==> src/rtl/quad_pkg.sv <==
// Shared types for the quadrature position tracker: decoder states and
// step-direction constants.
package quad_pkg;

    // Low two bits of every settled state are the filtered {A,B} levels
    typedef enum logic [2:0] {
        S00  = 3'b000,
        S01  = 3'b001,
        S10  = 3'b010,
        S11  = 3'b011,
        INIT = 3'b100
    } quad_state_t;

    localparam logic DIR_RIGHT = 1'b0;
    localparam logic DIR_LEFT  = 1'b1;

    function automatic logic is_right_move(input logic [1:0] from_ab, input logic [1:0] to_ab);
        logic right;
        right = 1'b0;
        case ({from_ab, to_ab})
            4'b0010, 4'b1011, 4'b1101, 4'b0100: right = 1'b1;
            default:                            right = 1'b0;
        endcase
        return right;
    endfunction

endpackage

==> src/rtl/quad_debounce.sv <==
// One encoder channel: 2-flop synchronizer followed by a FILT_LEN-sample
// agreement filter on the synchronized level.
module quad_debounce #(
    parameter int FILT_LEN = 4
) (
    input  logic clk,
    input  logic rst,
    input  logic raw,
    output logic filt
);

    localparam int CW = (FILT_LEN < 2) ? 1 : $clog2(FILT_LEN + 1);

    logic [1:0]    sync_q;
    logic [CW-1:0] agree_cnt;

    // The filtered level only moves once FILT_LEN consecutive samples disagree with it
    always_ff @(posedge clk or posedge rst) begin
        if (rst) begin
            sync_q    <= 2'b00;
            agree_cnt <= '0;
            filt      <= 1'b0;
        end else begin
            sync_q <= {sync_q[0], raw};
            if (sync_q[1] != filt) begin
                if (agree_cnt == CW'(FILT_LEN - 1)) begin
                    filt      <= sync_q[1];
                    agree_cnt <= '0;
                end else begin
                    agree_cnt <= agree_cnt + 1'b1;
                end
            end else begin
                agree_cnt <= '0;
            end
        end
    end

endmodule

==> src/rtl/quadrature_position_tracker.sv <==
// Quadrature encoder decoder: debounced channels feed a Gray-code FSM that
// drives a position counter, a one-hot LED ripple and an error counter.
module quadrature_position_tracker
    import quad_pkg::*;
#(
    parameter int NUM_LEDS = 8,
    parameter int CNT_W    = 16,
    parameter int FILT_LEN = 4
) (
    input  logic                clk,
    input  logic                rst,
    input  logic                ROT_A,
    input  logic                ROT_B,
    input  logic                quad_x4,
    input  logic                sat_en,
    input  logic                pos_clr,
    output logic [NUM_LEDS-1:0] led,
    output logic [CNT_W-1:0]    position,
    output logic                rotation_event,
    output logic                rotation_direction,
    output logic                err_pulse,
    output logic [7:0]          err_cnt
);

    localparam int SETTLE = FILT_LEN + 2;
    localparam int SW     = $clog2(SETTLE + 1);

    logic        filt_a;
    logic        filt_b;
    logic [1:0]  ab;
    logic [1:0]  cur_ab;
    logic [SW-1:0] settle_cnt;
    logic        settle_done;

    quad_state_t state;
    quad_state_t state_next;
    logic        step;
    logic        step_dir;
    logic        err;

    quad_debounce #(.FILT_LEN(FILT_LEN)) u_deb_a (
        .clk  (clk),
        .rst  (rst),
        .raw  (ROT_A),
        .filt (filt_a)
    );

    quad_debounce #(.FILT_LEN(FILT_LEN)) u_deb_b (
        .clk  (clk),
        .rst  (rst),
        .raw  (ROT_B),
        .filt (filt_b)
    );

    assign ab          = {filt_a, filt_b};
    assign cur_ab      = state[1:0];
    assign settle_done = (settle_cnt == SW'(SETTLE));

    // INIT waits until the filters hold real input levels rather than their reset zeros
    always_ff @(posedge clk or posedge rst) begin
        if (rst) begin
            settle_cnt <= '0;
        end else if (!settle_done) begin
            settle_cnt <= settle_cnt + 1'b1;
        end
    end

    always_ff @(posedge clk or posedge rst) begin
        if (rst) begin
            state <= INIT;
        end else begin
            state <= state_next;
        end
    end

    always_comb begin
        state_next = state;
        step       = 1'b0;
        step_dir   = rotation_direction;
        err        = 1'b0;
        if (state == INIT) begin
            if (settle_done) begin
                state_next = quad_state_t'({1'b0, ab});
            end
        end else if (ab != cur_ab) begin
            state_next = quad_state_t'({1'b0, ab});
            if ((ab ^ cur_ab) == 2'b11) begin
                err = 1'b1;
            end else begin
                step_dir = is_right_move(cur_ab, ab) ? DIR_RIGHT : DIR_LEFT;
                step     = quad_x4 || (ab == 2'b11);
            end
        end
    end

    always_ff @(posedge clk or posedge rst) begin
        if (rst) begin
            rotation_event     <= 1'b0;
            rotation_direction <= DIR_RIGHT;
            err_pulse          <= 1'b0;
            err_cnt            <= 8'd0;
        end else begin
            rotation_event <= step;
            err_pulse      <= err;
            if (step) begin
                rotation_direction <= step_dir;
            end
            if (err && (err_cnt != 8'hFF)) begin
                err_cnt <= err_cnt + 8'd1;
            end
        end
    end

    // Saturated steps still pulse rotation_event but leave position and LEDs frozen
    always_ff @(posedge clk or posedge rst) begin
        if (rst) begin
            position <= '0;
            led      <= NUM_LEDS'(1);
        end else if (pos_clr) begin
            position <= '0;
            led      <= NUM_LEDS'(1);
        end else if (step) begin
            if (step_dir == DIR_LEFT) begin
                if (!(sat_en && (position == {CNT_W{1'b1}}))) begin
                    position <= position + 1'b1;
                    led      <= {led[NUM_LEDS-2:0], led[NUM_LEDS-1]};
                end
            end else begin
                if (!(sat_en && (position == '0))) begin
                    position <= position - 1'b1;
                    led      <= {led[0], led[NUM_LEDS-1:1]};
                end
            end
        end
    end

endmodule

==> config.mk <==
export PLATFORM = sky130hd
export DESIGN_NAME = quadrature_position_tracker
export DESIGN_NICKNAME = d
export VERILOG_FILES = /design/src/rtl/quad_pkg.sv /design/src/rtl/quad_debounce.sv /design/src/rtl/quadrature_position_tracker.sv
export SDC_FILE = /design/constraint.sdc
export NUM_CORES = 1
export LEC_CHECK = 0
export BUFFER_PORTS_ARGS = -buffer_cell sky130_fd_sc_hd__buf_2
export CAP_MARGIN = 20
export CELL_PAD_IN_SITES_DETAIL_PLACEMENT = 1
export CELL_PAD_IN_SITES_GLOBAL_PLACEMENT = 2
export CORE_ASPECT_RATIO = 1.4
export CORE_MARGIN = 2
export CORE_UTILIZATION = 35
export CTS_CLUSTER_DIAMETER = 30
export DETAILED_ROUTE_END_ITERATION = 10
export GPL_ROUTABILITY_DRIVEN = 0
export PLACE_DENSITY_LB_ADDON = 0.1
export SLEW_MARGIN = 40
export SYNTH_ARGS = -nofsm -noshare
export SYNTH_HDL_FRONTEND = slang
export SYNTH_SLANG_ARGS = --single-unit
==> constraint.sdc <==
create_clock -name clk -period 4.15 [get_ports clk]
set_input_delay 0.415 -clock clk [delete_from_list [all_inputs] [get_ports clk]]
set_output_delay 0.415 -clock clk [all_outputs]
set_load 0.02 [all_outputs]
; Word-level counts from Yosys, hierarchy flattened
; Cells that the tools add are included.
[op_classes]
add_sub_neg = 6
n_eq_ne = 18
n_mux = 31
bitwise = 1
reduce_logical = 12
[op_table]
columns = op, n
row1 = 2-to-1 mux 16 bit, 5
row2 = 2-to-1 mux 8 bit, 5
row3 = 2-to-1 mux 3 bit, 7
row4 = "adder 16 x 1 -> 16 bit, second input constant", 1
row5 = "== test 16 bit, second input constant", 1
row6 = zero test 16 bit, 1
row7 = "subtractor 16 x 1 -> 16 bit, second input constant", 1
row8 = 2-to-1 mux 1 bit, 14
row9 = "adder 3 x 1 -> 3 bit, second input constant", 3
row10 = "adder 8 x 1 -> 8 bit, second input constant", 1
row11 = "== test 4 bit, second input constant", 2
row12 = "inequality test 8 bit, second input constant", 1
row13 = "== test 3 x 2 -> 1 bit, second input constant", 2
row14 = "== test 3 bit, second input constant", 2
row15 = "inequality test 3 bit, second input constant", 2
row16 = AND reduction 2 bit, 3
row17 = "== test 2 bit, second input constant", 2
row18 = "== test 4 x 2 -> 1 bit, second input constant", 1
row19 = "== test 4 x 3 -> 1 bit, second input constant", 1
row20 = nonzero test 2 bit, 2
row21 = OR reduction 4 bit, 1
row22 = logical AND 1 bit, 3
row23 = AND reduction 3 bit, 1
row24 = inequality test 1 bit, 2
row25 = 4 further kinds, 4
[word_totals]
register_bits = 53
inputBits = 7
out_inout_bits = 35
wordCells = 82

; Longest topological paths before layout
; Gate-level depths: netlist (run 1).
[logic_depth]
ltp_word = 13
ltp_mapped = 13
depth_no_buf = 11

; Hierarchy
; From an unflattened synthesis (run 1), not the netlist that was laid out.
[unflattened]
cells_unflattened = 323
hier_area_um2 = 3244.4
[modules_own_cells]
columns = mod, instances, cells_per_inst, area_per_inst_um2, seq_area_each_um2
row1 = quadrature_position_tracker, 1, 295, 2796.4, 1028.5
row2 = quad_debounce, 2, 14, 224.0, 150.1

; Worst setup path before layout (run 1)
; Ideal clock, no wire load.
[synth_timing]
path_type = register to register
from = reg state[2]
to = reg position[6]
setup_time_ns = 0.077
t_arrival_ns = 3.268
required_time_ns = 4.073
slack_ns = 0.805
path_stages_with_launch = 13
period_less_slack_ns = 3.345
cell_sequence = dfstp_2 -> a21oi_1 -> or3b_4 -> nand3_4 -> buf_2 -> inv_1 -> ha_1 -> nor2b_1 -> o31ai_2 -> a21boi_0 -> o21ai_0 -> or4b_1 -> a21oi_1
[synth_via]
elab_chain_cells = 5
word_cells_on_any_way = 10
[synth_lines]
columns = item, line
row1 = start: declaration, quadrature_position_tracker.sv:35  ; quad_state_t state;
row2 = start signal: assignment, quadrature_position_tracker.sv:72  ; state <= state_next;
row3 = == test 3 bit *, quadrature_position_tracker.sv:81  ; if (state == INIT) begin
row4 = 2-to-1 mux 1 bit *, quadrature_position_tracker.sv:81
row5 = via step_dir, quadrature_position_tracker.sv:38  ; logic step_dir;
row6 = 2-to-1 mux 16 bit, quadrature_position_tracker.sv:123  ; if (step_dir == DIR_LEFT) begin
row7 = 2-to-1 mux 16 bit, quadrature_position_tracker.sv:122  ; end else if (step) begin
row8 = 2-to-1 mux 16 bit, quadrature_position_tracker.sv:119  ; end else if (pos_clr) begin
row9 = end signal: assignment, quadrature_position_tracker.sv:125  ; position <= position + 1'b1;
row10 = end signal: assignment, quadrature_position_tracker.sv:130  ; position <= position - 1'b1;
row11 = end: declaration, quadrature_position_tracker.sv:18  ; output logic [CNT_W-1:0] position,
; Mark *: on every way through the listed nets, which the timed path passes. The rest lies on a longest branch. The select of a mux whose other input is x is not followed.
; A chain may end at the register's enable or synchronous reset.

; Worst setup path in the final report (run 1)
[layout_timing]
from = reg state[2]
to = reg position[6]
[layout_via]
elab_chain_cells = 5
word_cells_on_any_way = 10
[layout_lines]
columns = item, line
row1 = == test 3 bit *, quadrature_position_tracker.sv:81
row2 = 2-to-1 mux 1 bit, quadrature_position_tracker.sv:81
row3 = 2-to-1 mux 16 bit, quadrature_position_tracker.sv:123
row4 = 2-to-1 mux 16 bit, quadrature_position_tracker.sv:122
row5 = 2-to-1 mux 16 bit, quadrature_position_tracker.sv:119
; Every way passes the cells marked *; elsewhere a longest branch is shown, timed or not. The select of a mux whose other input is x is not followed.

==> results.txt, run 1 <==
The flow ran to the end, and the final reports show no timing, DRC or antenna violations. The first-iteration detailed-routing DRC count is between 100 and 150. In the synthesized netlist the dominant register cell turns out to be sky130_fd_sc_hd__dfrtp_1. The die height came out at ~120 µm. The worst setup path is of the reg2reg kind.

The number of design rule violations left after detail routing came out at 0. The half-perimeter wire length after placement is slightly above 6 mm. The actual transition at the worst max-transition pin is approximately 0.77 ns. The final clock period utilization by the worst path came out at 90.5%.

The CTS tree is built. The minimum clock period came out at 3.76 ns. The overall routing resource usage came out at 17.6%. The standard-cell row count came out at 41. The first TritonRoute pass finished after 4 iterations. Clock-pin slew was measured on the worst setup and hold paths at around 0.070 ns. The number of pins exceeding their max-slew limit in the final report came to 0. The number of routed nets with antenna violations is 0. The number of hold buffers added after CTS is 0. For this block, the routed nets add up to around 8.5 mm of wire.

Relative to the synthesized area, the layout overhead comes to 14.0%. For this design, the slowest cell found on the critical path is sky130_fd_sc_hd__dfstp_2. The proportion of synthesized flip-flops having asynchronous set or reset came out at between 90% and 100%. Once layout is complete, the utilization of the core stands at 41.1%.

The maximum number of pins on one net before global-route repair came out at 54. The die area came out at roughly 10000 µm². The total number of yosys warnings came out at 0. The endpoint required time on the critical path came out at about 4.4 ns. The fmax is between 0.2 and 0.3 GHz. The final hold violation count was 0.

The via count is roughly 2600. The sink count of the clock tree is 53. During I/O placement, the number of pins put on the boundary was 42. After synthesis the netlist holds a flip-flop and latch count of between 50 and 60. For this run, the post-layout net count is slightly below 400. Synthesis handed over a netlist of 331 instances. The critical path's largest stage delay came out at around 0.59 ns.

The post-route worst hold slack is ~0.23 ns. The maximum clock path buffer count came out at 2. Setup repair after global routing left no endpoint under its margin. The setup skew after layout is approximately 0.0048 ns.

The number of diodes is 0. The number of failing setup endpoints in the final timing report is 0. The min-delay analysis places its worst path in the category in2reg. The cell sitting at the root of the clock tree is a sky130_fd_sc_hd__clkbuf_16.

The sequential-to-total area share from yosys stat is 40.8%. The number of port buffers is just over 40. The post-synth design cell area is roughly 3300 µm². The critical path capture point type is a register. The data arrival time of the critical path is 3.97 ns. The fraction of layout cells with a size suffix above 1 is just over 20%. The starting density of the core is a little over a third. The count of cell types in the netlist came out at 54. The clock insertion delay at the later pin of the skew report came out at 0.29 ns. The horizontal die dimension is ~86 µm. The via count of the first global-routing pass came out at roughly 2800.

The maximum level of the CTS H-tree is 2. The most numerous cell type found on the critical path is sky130_fd_sc_hd__a21oi_1. The via density per instance came out at around 5.6.

The worst relative slew slack is between 40% and 50%. The largest fanout of any net on the critical path came out at 14. The number of maximum-capacitance constraint violations is 0. After global routing the overflow that remains totals 0. The signal on the critical path passes through a21oi_1, or3b_4, nand3_4, clkinvlp_4, ha_1, nor2b_1, o31ai_2, a21boi_0, o21ai_0, or4b_1, a21oi_1. The number of antenna violations at the first check in global routing was 0.

The number of synthesized flops with an enable pin is 0. The filler cell count is 1041. The number of CTS-inserted buffers came out at 5. The synthesized net count is 358.

The total negative setup slack came out at 0 ns. The first global-routing pass estimated roughly 14 mm of wire. STA classifies the critical path startpoint as a register. The per-instance average area after synthesis is between 9 and 10 µm².

The total core area is ~9000 µm². Dividing the detail-routed wire length by the instance count gives about 18 µm.
per-stage QoR:
stage                     std cells  area [µm²]  setup slack (ns)
after floorplan                 331        3260             0.805
after global placement          468        3530             0.438
after detailed placement        468        3530             0.325
after CTS                       476        3710             0.313
after global routing            476        3710            0.0821
final                           476        3710             0.394
placed cells by master, fill, tap and decap left out, drive strengths merged, types with 5 or more instances in the layout:
cell	n
nor3	10
dfrtp	51
and2	5
buf	44
a211oi	13
nor2	15
ha	19
a21oi	35
xnor2	17
mux2i	12
xor2	6
mux2	5
clkbuf	6
o31ai	5
o21ai	17
inv	8
nand3	12
nand4	11
nand2	22
nor2b	8
registers in the layout, indices dropped and copies added (netlist names):
name / cells
u_deb_a.agree_cnt: 3
rotation_direction: 1
settle_cnt: 3
u_deb_a.sync_q: 2
err_pulse: 1
position: 16
rotation_event: 1
u_deb_b.sync_q: 2
led: 8
u_deb_a.filt: 1
err_cnt: 8
u_deb_b.agree_cnt: 3
u_deb_b.filt: 1
state: 3
critical path: cells and delay by family, from the launching register on:
kind,cells,cell delay [ns]
flops,1,0.59
compound gates,5,1.05
simple gates,4,1.25
fa+ha+maj,1,0.44
buf+inv,1,0.35
Yosys cell counts (3+ instances only):
cell	number	area, µm²
sky130_fd_sc_hd__o21ai_1	11	55.1
sky130_fd_sc_hd__o31ai_1	4	30.0
sky130_fd_sc_hd__a211oi_1	6	45.0
sky130_fd_sc_hd__nor2_1	14	52.6
sky130_fd_sc_hd__a21oi_1	33	165
sky130_fd_sc_hd__nand3_1	11	55.1
sky130_fd_sc_hd__ha_1	19	238
sky130_fd_sc_hd__a21o_1	4	30.0
sky130_fd_sc_hd__xor2_1	6	52.6
sky130_fd_sc_hd__o22ai_1	4	25.0
sky130_fd_sc_hd__buf_2	6	30.0
sky130_fd_sc_hd__buf_6	3	33.8
sky130_fd_sc_hd__o21ai_0	6	30.0
sky130_fd_sc_hd__o21a_1	4	30.0
sky130_fd_sc_hd__dfrtp_1	51	1280
sky130_fd_sc_hd__mux2i_1	12	120
sky130_fd_sc_hd__a211oi_2	7	87.6
sky130_fd_sc_hd__a21boi_0	3	22.5
sky130_fd_sc_hd__xnor2_1	17	149
sky130_fd_sc_hd__and2_1	5	31.3
sky130_fd_sc_hd__nor3_1	10	50.1
sky130_fd_sc_hd__clkbuf_1	3	11.3
sky130_fd_sc_hd__nand2_1	22	82.6
sky130_fd_sc_hd__mux2_2	3	33.8
sky130_fd_sc_hd__nand4_1	11	68.8
sky130_fd_sc_hd__nor2b_1	8	50.1
sky130_fd_sc_hd__inv_1	9	33.8
sky130_fd_sc_hd__nor4_1	4	25.0
area by class of cell:
class | count | area [µm²] | share of cell area, %
clock buffers | 6 | 139 | 3.74
inverters | 9 | 37.5 | 1.01
well taps | 107 | 134 | 3.61
multi-input cells | 255 | 1810 | 48.7
flip-flops and latches | 53 | 1330 | 35.8
repair buffers | 44 | 228 | 6.13
clock inverters | 2 | 37.5 | 1.01
logic make-up after synthesis:
family / synth area share (%)
AO/OA/AOI/OAI: 19.4
AND/OR/NAND/NOR: 16.6
XOR/XNOR: 6.19
multiplexers: 5.42
buffers and inverters: 3.69
adder cells (fa/ha/maj): 7.92
flip-flops: 40.8
path summary, 6_finish.rpt:
kind,start,endpoint,slack (ns),cells past startpoint
worst max-delay path,state[2],position[6],0.39,11
worst min-delay path,ROT_B,u_deb_b.sync_q[0],0.23,1
worst max register to register,state[2],position[6],0.39,11
worst min register to register,u_deb_b.sync_q[0],u_deb_b.sync_q[1],0.35,0
max in group asynchronous,rst,u_deb_a.filt,3.36,3
min in group asynchronous,rst,led[5],0.30,3
routing by layer:
| layer | wire length (µm) | vias to the layer above | global-route usage (%) |
|---|---|---|---|
| li1 | - | 1289 | - |
| met1 | 3650 | 1328 | 20.6 |
| met2 | 4540 | 22 | 32.6 |
| met3 | 126 | 9 | 2.52 |
| met4 | 139 | 0 | 5.36 |
| met5 | 0 | - | 0 |
repair_timing:
action | in CTS | in global routing
gates resized for setup | 0 | 2
endpoints found under the setup margin | 0 | 1
setup buffers | 0 | 0
Power of run 1 is left out: the tool's default activity adds up to more than one toggle a clock period on the data nets, which glitch-free logic cannot reach.
==> inputs of run 2 (changes only) <==
--- a/config.mk
+++ b/config.mk
@@ -8,6 +8,4 @@
 export BUFFER_PORTS_ARGS = -buffer_cell sky130_fd_sc_hd__buf_2
 export CAP_MARGIN = 20
-export CELL_PAD_IN_SITES_DETAIL_PLACEMENT = 1
-export CELL_PAD_IN_SITES_GLOBAL_PLACEMENT = 2
 export CORE_ASPECT_RATIO = 1.4
 export CORE_MARGIN = 2
==> constraint.sdc (replaced) <==
create_clock -name clk -period 4.15 [get_ports clk]
set_input_delay 0.2075 -clock clk [delete_from_list [all_inputs] [get_ports clk]]
set_output_delay 0.2075 -clock clk [all_outputs]
set_load 0.02 [all_outputs]
==> run 2 against run 1 <==
  * Global-route usage shrank 2.0 points
  * Worst hold slack lost 0.20 ns
  * Cell count is the same
  * Non-clock buffer count is the same
  * Largest cell class unchanged
  * Highest routed layer unchanged
  * Register-to-register slack lost 0.03 ns
  * Via count shrank 1.1%
  * Clock-buffer cell count grew 2
  * Setup slack lost 0.031 ns
  * Maximum frequency shrank 0.83%
==> results.txt, run 2 (same netlist as run 1, synthesis figures left out) <==
The root buffer cell chosen for the clock tree is sky130_fd_sc_hd__clkbuf_16. The overall routed net length came out at ~7.6 mm. The wire length of the first global-routing pass came out at 12.9 mm.

The maximum clock path buffer count came out at 2. The maximum level of the CTS H-tree came out at 2. The via count of the first global-routing pass came out at between 2000 and 3000. The number of search-and-repair iterations in the first detailed-routing pass is 5.

The run finished with clean final reports. After layout, the minimum clock period comes to between 3 and 4 ns. In this run the post-CTS setup repair buffer count came out at 0. The via count is approximately 2600. The maximum number of pins on one net before global-route repair came out at 54.

The number of flip-flops in the largest register is 16. The net total in the final layout is between 300 and 400. The die is 118 µm tall. The leading cell type in the layout, fill and taps excluded is sky130_fd_sc_hd__dfrtp_1.

The number of routed nets with antenna violations is 0. For this design the top-level I/O count stands at 42. After the first detailed-routing iteration, the DRC count stood at 89. Summing all flip-flop and latch instances after layout gives about 1300 µm². The total negative setup slack came out at 0 ns. In this run the tightest slew margin relative to its limit is 52.5%. The number of pins exceeding their max-slew limit in the final report came out at 0. The top cell types in the final layout, fill and taps aside, are sky130_fd_sc_hd__dfrtp_1 (51), sky130_fd_sc_hd__buf_2 (41), sky130_fd_sc_hd__a21oi_1 (33).

The final routed wire length divided by cell count came out at 15.9 µm. TritonCTS created 5 clock buffers. The startpoint type of the worst setup path is a register. The fmax is between 0.2 and 0.3 GHz. The setup path with the least slack is of type reg2reg. The die area is 10100 µm². The number of antenna violations at the first check in global routing came out at 0. Buffers placed on the I/O ports in this run total 41. The leftover overflow at the end of global routing is 0. Between clock sinks in the finished design, the worst skew comes to about 0.0037 ns. The clock insertion delay at the later pin of the skew report is between 0.2 and 0.3 ns. The worst min-delay path category is in2reg. The largest fanout of any net on the critical path is 14.

The length of routed met2 wiring is about 3.9 mm. The starting density of the core came out at 36.1%. The number of failing setup endpoints in the final timing report is 0.

The worst setup path is captured at a register. The largest registers in the layout are position (16), err_cnt (8), led (8). The clock transition time at the flip-flop clock pins of the worst setup and hold paths came out at about 0.06 ns. After detailed routing, the wire length on met1 is about 3.3 mm. For this design, the sink count on the clock tree is 53.

At the pin with the least slew margin, the transition time is between 0.7 and 0.8 ns. The core region is between 9000 and 10000 µm². The data arrival time of the critical path came out at 4.00 ns. The CTS tree is built. The area growth from synthesis to layout is 13.0%. The number of maximum-capacitance constraint violations is 0. After detailed routing, no signal wire sits above met4. The overall routing resource usage is between 10% and 20%.

The standard-cell row count came out at 41. The number of design rule violations left after detail routing came out at 0. Fill cells in the final layout number 917. After detailed routing, the number of vias per cell comes to around 5.5. Setup repair after global routing left no endpoint under its margin. The fraction of layout cells with a size suffix above 1 is 19.2%. The sum of met3 wire segment lengths after detailed routing came out at 227 µm. The half-perimeter wire length after placement is 5.49 mm. The endpoint required time on the critical path is roughly 4.4 ns.

The final hold violation count came to 0. The horizontal die dimension came out at 85.5 µm. The number of diodes is 0.

After clock tree synthesis, the flow added hold-fix buffers numbering 0. The post-route worst hold slack is about 0.024 ns. The number of cells upsized or downsized after cts is 0. The area of the multi-input gates is around 1800 µm². Counting flops per register, the top entry is position. The final clock period utilization by the worst path came out at 91.3%.
run 2: changes by cell type in the layout (fill, tap and decap cells not counted), sizes merged:
cell / before / now
bufinv: 1 / 0
clkbuf: 6 / 8
clkinvlp: 2 / 0
inv: 8 / 9
run 2: routing by layer:
metal / global-route usage, % / up-vias
li1: - / 1293
met1: 19.0 / 1274
met2: 27.3 / 42
met3: 2.59 / 10
met4: 5.85 / 0
met5: 0 / -
run 2: path summary, 6_finish.rpt:
kind,start,endpoint,slack [ns],depth (start not counted)
max reg2reg,u_deb_a.filt,position[6],0.36,11
max,u_deb_a.filt,position[6],0.36,11
min in group asynchronous,rst,err_cnt[4],0.09,3
min reg2reg,u_deb_a.sync_q[0],u_deb_a.sync_q[1],0.35,0
min,ROT_A,u_deb_a.sync_q[0],0.02,1
max in group asynchronous,rst,u_deb_a.agree_cnt[1],3.59,3
run 2: final cells by class:
type | instances | area share [%]
Multi-Input combinational cell | 255 | 49.1
Tap cell | 107 | 3.64
Timing Repair Buffer | 44 | 6.19
Inverter | 9 | 0.919
Sequential cell | 53 | 36.1
Clock buffer | 8 | 3.98
run 2: critical path: stages, from the launching register on:
cell,delay [ns]
sky130_fd_sc_hd__dfrtp_1,0.68
sky130_fd_sc_hd__a21oi_1,0.15
sky130_fd_sc_hd__or3b_4,0.41
sky130_fd_sc_hd__nand3_4,0.22
sky130_fd_sc_hd__inv_1,0.29
sky130_fd_sc_hd__ha_1,0.42
sky130_fd_sc_hd__nor2b_1,0.17
sky130_fd_sc_hd__o31ai_2,0.43
sky130_fd_sc_hd__a21boi_0,0.20
sky130_fd_sc_hd__o21ai_0,0.15
sky130_fd_sc_hd__or4b_1,0.43
sky130_fd_sc_hd__a21oi_1,0.14
run 2: stage by stage:
step / cell area (µm²) / setup WS [ns] / cells / utilization [%]
6_report: 3680 / 0.363 / 476 / 40.7
5_1_grt: 3680 / 0.0383 / 476 / 40.7
4_1_cts: 3680 / 0.337 / 476 / 40.7
3_5_place_dp: 3530 / 0.370 / 468 / 39.1
3_3_place_gp: 3530 / 0.454 / 468 / 39.1
2_1_floorplan: 3260 / 0.805 / 331 / -
Power of run 2 is left out for the same reason.
